==> config.mk <==
export PLATFORM = sky130hd
export DESIGN_NAME = layer_compositor
export DESIGN_NICKNAME = d
export VERILOG_FILES = /design/src/rtl/layer_compositor.sv
export SDC_FILE = /design/constraint.sdc
export NUM_CORES = 1
export LEC_CHECK = 0
export BUFFER_PORTS_ARGS = -buffer_cell sky130_fd_sc_hd__clkbuf_2
export CAP_MARGIN = 15
export CORE_MARGIN = 3
export CORE_UTILIZATION = 30
export DETAILED_ROUTE_END_ITERATION = 16
export HOLD_SLACK_MARGIN = 0.15
export SLEW_MARGIN = 10
export SYNTH_ARGS = -nofsm -noshare
export SYNTH_HDL_FRONTEND = slang
export SYNTH_SLANG_ARGS = --single-unit
==> constraint.sdc <==
create_clock -name Clk -period 3.2 [get_ports Clk]
set_input_delay 0.48 -clock Clk [delete_from_list [all_inputs] [get_ports Clk]]
set_output_delay 0.48 -clock Clk [all_outputs]
set_load 0.01 [all_outputs]
==> src/rtl/layer_compositor.sv <==
// Pipelined VGA layer compositor: per-layer palettes, colour-key priority
// resolve, blanking; optional frame fade engine (COMPOSITOR_FADE_EN).
// Ports:
//   Clk, Reset_n                     pixel clock, async active-low reset.
//   pix_valid_in, DrawX, DrawY       pixel qualifier and coordinates.
//   layer_hit, layer_idx             per-layer hit flag and palette index.
//   pal_we, pal_layer, pal_addr,
//   pal_wdata                        palette write port.
//   frame_tick, fade_go, fade_busy   fade control/status (fade build only).
//   pix_valid_out, DrawX_out,
//   DrawY_out                        qualifier/coordinates aligned with RGB.
//   VGA_R, VGA_G, VGA_B              registered output colour.
module layer_compositor #(
  parameter int          NUM_LAYERS = 4,
  parameter int          IDX_W      = 3,
  parameter logic [23:0] KEY_COLOR  = 24'hFFFFFF,
  parameter logic [23:0] FILL_COLOR = 24'h00FF00
`ifdef COMPOSITOR_FADE_EN
  ,
  parameter int          FADE_STEP  = 16
`endif
) (
  input  logic                                Clk,
  input  logic                                Reset_n,
  input  logic                                pix_valid_in,
  input  logic [9:0]                          DrawX,
  input  logic [9:0]                          DrawY,
  input  logic [NUM_LAYERS-1:0]               layer_hit,
  input  logic [NUM_LAYERS*IDX_W-1:0]         layer_idx,
  input  logic                                pal_we,
  input  logic [$clog2(NUM_LAYERS)-1:0]       pal_layer,
  input  logic [IDX_W-1:0]                    pal_addr,
  input  logic [23:0]                         pal_wdata,
`ifdef COMPOSITOR_FADE_EN
  input  logic                                frame_tick,
  input  logic                                fade_go,
  output logic                                fade_busy,
`endif
  output logic                                pix_valid_out,
  output logic [9:0]                          DrawX_out,
  output logic [9:0]                          DrawY_out,
  output logic [7:0]                          VGA_R,
  output logic [7:0]                          VGA_G,
  output logic [7:0]                          VGA_B
);

  localparam int DEPTH = 1 << IDX_W;

  logic [23:0] pal [NUM_LAYERS][DEPTH];

  // Reads in S1 see the pre-write value on a same-entry collision.
  always_ff @(posedge Clk or negedge Reset_n) begin
    if (!Reset_n) begin
      for (int l = 0; l < NUM_LAYERS; l++)
        for (int e = 0; e < DEPTH; e++)
          pal[l][e] <= '0;
    end else if (pal_we && int'(pal_layer) < NUM_LAYERS) begin
      pal[pal_layer][pal_addr] <= pal_wdata;
    end
  end

  // S1: palette lookup
  logic [23:0]           col1 [NUM_LAYERS];
  logic [NUM_LAYERS-1:0] hit1;
  logic                  v1;
  logic [9:0]            x1, y1;

  always_ff @(posedge Clk or negedge Reset_n) begin
    if (!Reset_n) begin
      for (int i = 0; i < NUM_LAYERS; i++)
        col1[i] <= '0;
      hit1 <= '0;
      v1   <= 1'b0;
      x1   <= '0;
      y1   <= '0;
    end else begin
      for (int i = 0; i < NUM_LAYERS; i++)
        col1[i] <= pal[i][layer_idx[i*IDX_W +: IDX_W]];
      hit1 <= layer_hit;
      v1   <= pix_valid_in;
      x1   <= DrawX;
      y1   <= DrawY;
    end
  end

  // S2: priority resolve; background layer bypasses the key
  logic [23:0] sel_col;
  logic        sel_found;

  always_comb begin
    sel_col   = FILL_COLOR;
    sel_found = 1'b0;
    for (int i = 0; i < NUM_LAYERS - 1; i++) begin
      if (!sel_found && hit1[i] && col1[i] != KEY_COLOR) begin
        sel_col   = col1[i];
        sel_found = 1'b1;
      end
    end
    if (!sel_found && hit1[NUM_LAYERS-1])
      sel_col = col1[NUM_LAYERS-1];
    if (!v1)
      sel_col = '0;
  end

  logic [23:0] rgb2;
  logic        v2;
  logic [9:0]  x2, y2;

  always_ff @(posedge Clk or negedge Reset_n) begin
    if (!Reset_n) begin
      rgb2 <= '0;
      v2   <= 1'b0;
      x2   <= '0;
      y2   <= '0;
    end else begin
      rgb2 <= sel_col;
      v2   <= v1;
      x2   <= x1;
      y2   <= y1;
    end
  end

`ifdef COMPOSITOR_FADE_EN
  typedef enum logic [1:0] {IDLE, DOWN, HOLD, UP} fade_t;

  localparam logic [8:0] STEP = 9'(FADE_STEP);
  localparam logic [8:0] FULL = 9'd256;

  fade_t      state, state_n;
  logic [8:0] level, level_n;
  logic [9:0] up_sum;

  always_ff @(posedge Clk or negedge Reset_n) begin
    if (!Reset_n) begin
      state <= IDLE;
      level <= FULL;
    end else begin
      state <= state_n;
      level <= level_n;
    end
  end

  always_comb begin
    state_n = state;
    level_n = level;
    up_sum  = {1'b0, level} + {1'b0, STEP};
    unique case (state)
      IDLE: if (fade_go) state_n = DOWN;
      DOWN: if (frame_tick) begin
        level_n = (level > STEP) ? level - STEP : 9'd0;
        if (level_n == 9'd0) state_n = HOLD;
      end
      HOLD: if (fade_go) state_n = UP;
      UP: if (frame_tick) begin
        level_n = (up_sum >= 10'd256) ? FULL : up_sum[8:0];
        if (level_n == FULL) state_n = IDLE;
      end
      default: state_n = IDLE;
    endcase
  end

  assign fade_busy = (state != IDLE);

  // S3: scale by level/256; level 256 passes colour unchanged
  logic [16:0] pr, pg, pb;
  assign pr = 17'(rgb2[23:16]) * 17'(level);
  assign pg = 17'(rgb2[15:8])  * 17'(level);
  assign pb = 17'(rgb2[7:0])   * 17'(level);

  logic [23:0] rgb3;
  logic        v3;
  logic [9:0]  x3, y3;

  always_ff @(posedge Clk or negedge Reset_n) begin
    if (!Reset_n) begin
      rgb3 <= '0;
      v3   <= 1'b0;
      x3   <= '0;
      y3   <= '0;
    end else begin
      rgb3 <= {8'(pr >> 8), 8'(pg >> 8), 8'(pb >> 8)};
      v3   <= v2;
      x3   <= x2;
      y3   <= y2;
    end
  end

  assign {VGA_R, VGA_G, VGA_B} = rgb3;
  assign pix_valid_out = v3;
  assign DrawX_out     = x3;
  assign DrawY_out     = y3;
`else
  assign {VGA_R, VGA_G, VGA_B} = rgb2;
  assign pix_valid_out = v2;
  assign DrawX_out     = x2;
  assign DrawY_out     = y2;
`endif

endmodule
* Yosys cells after proc, flatten, opt, wreduce, memory -nomap -nowiden *
Index checks and enable logic that the tools add are counted.

storage, ports and cells
  bits in registers = 934
  bits of input ports = 69
  logic and storage cells = 97

cells by class
  $lt $le $gt $ge = 8
  equality and inequality tests = 3
  muxes and demuxes = 25
  bitwise operators = 6
  reduce and logical (&&, ||, !) cells = 11

operators by type and width
  kind                    number
  $bwmux W768             1
  $demux W192 S2          1
  $mux W24                14
  $bmux W24 S3            4
  $mux W192               1
  $demux W24 S3           1
  $ne A24 B24 Y1 const B  3
  $ge A4 B4 Y1 const B    5
  $not A3 Y4              5
  $logic_and A1 B1 Y1     8
  $lt A4 B1 Y1 const B    1
  $ge A3 B3 Y1 const B    1
  $logic_not A1 Y1        3
  $lt A3 B1 Y1 const B    1
  $mux W1                 3
  $not A2 Y3              1

* Depth between registers and ports, before layout *
  depth after elaboration = 15
  mapped depth = 8

* Least setup slack after synthesis *
No wires, ideal clock.

  path kind = input-to-reg
  from = input layer_idx[9]
  to = register col1[10] (netlist bit)
  arrival time = 2097 ps
  data required time = 3075 ps
  path slack = 978 ps
  stages on the path = 4
  cells stage by stage = buf_1 buf_2 mux4_2 mux2_2

between the ends
  longest elaborated chain between the ends = 4

ends and longest elaborated chain
  item                                         RTL line  source
  start, declared                              29        input logic [NUM_LAYERS*IDX_W-1:0] layer_idx,
  $not A3 Y4 (not written as such)             78        col1[i] <= pal[i][layer_idx[i*IDX_W +: IDX_W]];
  $bmux W24 S3                                 78
  $mux W24 (not written as such) (2 in a row)  78
  end signal, assigned by index                78
  end, declared                                63        logic [23:0] col1 [NUM_LAYERS];

Every way passes these cells. The select of a mux whose other input is x is not followed.
A chain may end at the register's enable or synchronous reset.

* Worst setup path in the final report *
  from = register col1[92] (netlist bit)
  to = register rgb2[22]

between the ends
  longest elaborated chain between the ends = 15
  elaborated cells between the ends (all ways) = 18

ends and longest elaborated chain
  item                              RTL line  source
  $ne A24 B24 Y1 (*)                94        if (!sel_found && hit1[i] && col1[i] != KEY_COLOR) begin
  $logic_and A1 B1 Y1 (*)           94
  $mux W1                           94
  $logic_not A1 Y1                  94
  $logic_and A1 B1 Y1 (2 in a row)  94
  $mux W1                           94
  $logic_not A1 Y1                  94
  $logic_and A1 B1 Y1 (2 in a row)  94
  $mux W1                           94
  $logic_not A1 Y1                  99        if (!sel_found && hit1[NUM_LAYERS-1])
  $logic_and A1 B1 Y1               99
  $mux W24 (*)                      99
  $mux W24 (*)                      101       if (!v1)
  named net sel_col[22]             87        logic [23:0] sel_col;
  end signal, assigned              116       rgb2 <= sel_col;
  end, declared                     105       logic [23:0] rgb2;

The timed path passes the listed nets; every way through them passes the cells marked *.

==> results.sh <==
export IMPL_netlist_top_cell_by_area="dfrtp_1"
export IMPL_min_path_type="reg2reg"
export IMPL_cp_cell_sequence="nand4_1 > or4_4 > o31ai_4 > and2_0 > a222oi_1 > a21oi_1"
export IMPL_ys_warn_count=0
export IMPL_critPathMaxFanout=16
export IMPL_swShare_pct=24.51
export IMPL_p_sw_mw=7.771
export IMPL_maxCapViolCount=0
export IMPL_worstPathRequired_ns=3.79
export IMPL_clock_root_buffer="clkbuf_16"
export IMPL_netlist_area_mm2=0.03929
export IMPL_slew_viol_final=0
export IMPL_core_mm2=0.1298
export IMPL_routedWlPerCell_um=24.21
export IMPL_antenna_found_initial=14
export IMPL_io_pins=114
export IMPL_power_internal_mw=23.94
export IMPL_pwr_share_clk_pct=37.7
export IMPL_path_buf_inv=0
export IMPL_die_w_um=367.9
export IMPL_whs_ns=0.3452
export IMPL_grt_max_degree=92
export IMPL_cts_resized_gates=0
export IMPL_status="complete, no violations"
export IMPL_dp_hpwl_um=63990
export IMPL_power_leakage_nw=20.25
export IMPL_clock_sinks=934
export IMPL_drive_gt1_share_pct=56.33
export IMPL_gp_congestion=0.8477
export IMPL_fin_skew_ns=0.02497
export IMPL_io_buffer_count=113
export IMPL_tightest_slew_ns=0.9958
export IMPL_drtPass1Iterations=6
export IMPL_ys_ff_latch=934
export IMPL_wirelength_um=104200
export IMPL_ant_nets=0
export IMPL_synth_edff_count=0
export IMPL_start_kind="register"
export IMPL_yosys_top_cells_count="934 x dfrtp_1, 864 x mux2_2, 192 x mux4_2, 172 x clkbuf_1, 25 x nand2_1"
export IMPL_chipHeight_um=367.9
export IMPL_synth_flop_cell="dfrtp_1"
export IMPL_crit_family="simple AND/OR/NAND/NOR gates"
export IMPL_cts_clk_slew_worst_paths_ns=0.06
export IMPL_synth_top_area_share_pct=59.48
export IMPL_grtUsageTotal_pct=15.55
export IMPL_synth_area_leaders="dfrtp_1 59%, mux2_2 25%, mux4_2 11%, clkbuf_1 1.6%, a222oi_1 0.41%"
export IMPL_seqPwrFrac_pct=48.5
export IMPL_synth_compound_area_share_pct=1.302
export IMPL_period_minus_slack_ns=2.812
export IMPL_synth_nets=2436
export IMPL_first_iter_violations=1298
export IMPL_synth_most_common_cell="dfrtp_1"
export IMPL_synth_cells=2367
export IMPL_cpPeakStageDelay_ns=0.83
export IMPL_avgSynthCellArea_um2=16.60
export IMPL_start_util_pct=30.27
export IMPL_synthDistinctLibCells=33
export IMPL_clock_latency_ns=0.68
export IMPL_post_cts_setup_buffers=0
export IMPL_end_kind="register"
export IMPL_grt_overflow_total=0
export IMPL_finalHoldViolCount=0
export IMPL_clockBufferDepth=3
export IMPL_grt_pass1_vias=22910
export IMPL_postSynth_asyncResetShare_pct=100.0
export IMPL_rsz0062_at_grt="false"
export IMPL_vias=21270
export IMPL_synth_simple_area_share_pct=1.270
export IMPL_cp_arrival_ns=3.40
export IMPL_worstSetupPathType="reg2reg"
export IMPL_die_area_mm2=0.1354
export IMPL_cp_slowest_cell="and2_0"
export IMPL_nNetsFinal=2548
export IMPL_htree_levels=3
export IMPL_ir_worst_vdd_mv=0.4058
export IMPL_syn2layout_area_growth_pct=16.76
export IMPL_finalCritPeriodShare_pct=87.86
export IMPL_ys_seq_area_share_pct=59.48
export IMPL_synthXorXnorAreaFrac_pct=0
export IMPL_grt_pass1_wl_um=157100
export IMPL_route_detailed_drc=0
export IMPL_viasPerCell=4.940
export IMPL_slew_headroom_pct=33.61
export IMPL_synthAdderAreaFrac_pct=0
export IMPL_synth_top_family_by_area="multiplexers"
export IMPL_fin_setup_tns_ns=0
export IMPL_synth_mux_area_share_pct=35.77
export IMPL_cts_tree="built"
export IMPL_p_comb_share_pct=13.9
export IMPL_row_count=132
export IMPL_numCtsBuffers=99
export IMPL_pwr_density_cell_mw_per_mm2=691.2
export IMPL_fmax_ghz=0.3557
export IMPL_setup_viol=0
-- stage by stage --
step	instance area (um2)	utilization [%]	setup slack [ns]	instances	total power, mW
global route	45870	35.33	0.2128	4300	33.12
finish	45880	35.34	0.3884	4306	31.71
CTS	45870	35.33	0.4409	4300	32.10
global placement	42180	32.49	0.4711	4094	19.85
floorplan	39290	-	0.9783	2367	18.21
detailed placement	42180	32.49	0.4755	4094	19.99
-- power groups by stage --
| stage | Combinational (mW) | Clock (mW) | Sequential (mW) |
|---|---|---|---|
| 2_1_floorplan | 3.24 | 0 | 15.0 |
| 4_1_cts | 4.48 | 12.3 | 15.4 |
| 3_5_place_dp | 4.43 | 0 | 15.6 |
| 5_1_grt | 4.77 | 12.7 | 15.6 |
| 3_3_place_gp | 4.34 | 0 | 15.5 |
| 6_report | 4.39 | 11.9 | 15.4 |
-- cell usage in the layout, fill, tap and decap left out, types with 2 or more instances in the layout --
| cell type | synthesis | layout |
|---|---|---|
| clkbuf_16 | 0 | 103 |
| nor3b_1 | 4 | 4 |
| clkbuf_1 | 172 | 13 |
| nor2_4 | 0 | 12 |
| clkinvlp_4 | 0 | 4 |
| nand4_1 | 18 | 18 |
| nand2_1 | 25 | 25 |
| buf_4 | 1 | 67 |
| nor2_2 | 0 | 4 |
| a21oi_1 | 24 | 24 |
| clkbuf_2 | 0 | 108 |
| o21ai_0 | 24 | 24 |
| o211ai_1 | 8 | 8 |
| or4_1 | 2 | 2 |
| bufinv_16 | 0 | 8 |
| mux2_2 | 864 | 864 |
| nand3b_1 | 12 | 12 |
| clkbuf_8 | 1 | 29 |
| buf_12 | 0 | 20 |
| a222oi_1 | 16 | 16 |
| dlygate4sd3_1 | 0 | 26 |
| o31a_1 | 2 | 2 |
| dfrtp_1 | 934 | 934 |
| mux4_2 | 192 | 192 |
| clkinv_4 | 0 | 2 |
| clkinv_2 | 0 | 18 |
| nand3_1 | 2 | 2 |
| diode_2 | 0 | 6 |
| inv_6 | 0 | 3 |
-- final timing paths --
path                            slack, ns               start  cells after the start                      to
worst max-delay path                 0.39  col1[92]$_DFF_PN0_                      6      rgb2[22]$_DFF_PN0_
worst min-delay path                 0.35     x1[0]$_DFF_PN0_                      0  DrawX_out[0]$_DFF_PN0_
worst max register to register       0.39  col1[92]$_DFF_PN0_                      6      rgb2[22]$_DFF_PN0_
worst min register to register       0.35     x1[0]$_DFF_PN0_                      0  DrawX_out[0]$_DFF_PN0_
max in group asynchronous            1.75             Reset_n                      4    pal[545]$_DFFE_PN0P_
min in group asynchronous            0.38             Reset_n                      2      col1[27]$_DFF_PN0_
-- sequential cells by signal, indices dropped and copies added (netlist names) --
register,cells
hit1,4
DrawX_out,10
v1,1
rgb2,24
y1,10
DrawY_out,10
col1,96
pal,768
x1,10
pix_valid_out,1
-- timing repair --
action                     4_1_cts  5_1_grt
hold buffers                    26        0
setup endpoints to repair        0        0
hold endpoints to repair        65        0
-- final cells by class --
| class | instances | area, um2 |
|---|---|---|
| Tap cell | 1742 | 2180 |
| Sequential cell | 934 | 23370 |
| Multi-Input combinational cell | 1222 | 15160 |
| Antenna cell | 6 | 15.01 |
| Fill cell | 12410 | 83930 |
| Timing Repair Buffer | 222 | 1719 |
| Clock inverter | 35 | 404.1 |
| Clock buffer | 145 | 3025 |
-- routing by layer --
layer	GRT usage (%)	share of wire (%)	up-vias	wire length (um)
li1	-	-	9001	-
met1	21.12	45	11700	46550
met2	25.33	48	409	50460
met3	2.701	4.2	157	4362
met4	4.950	2.7	6	2831
met5	0	0.042	-	44
-- cell families (layout without fill, tap and decap cells) --
kind of cell | after synthesis | after routing
muxes | 1056 | 1056
DFF | 934 | 934
buffers and inverters | 211 | 402
and+or+nand+nor | 90 | 90
AOI/OAI and AO/OA | 76 | 76
other | 0 | 6
No activity file was read; power rests on OpenSTA's default activity.
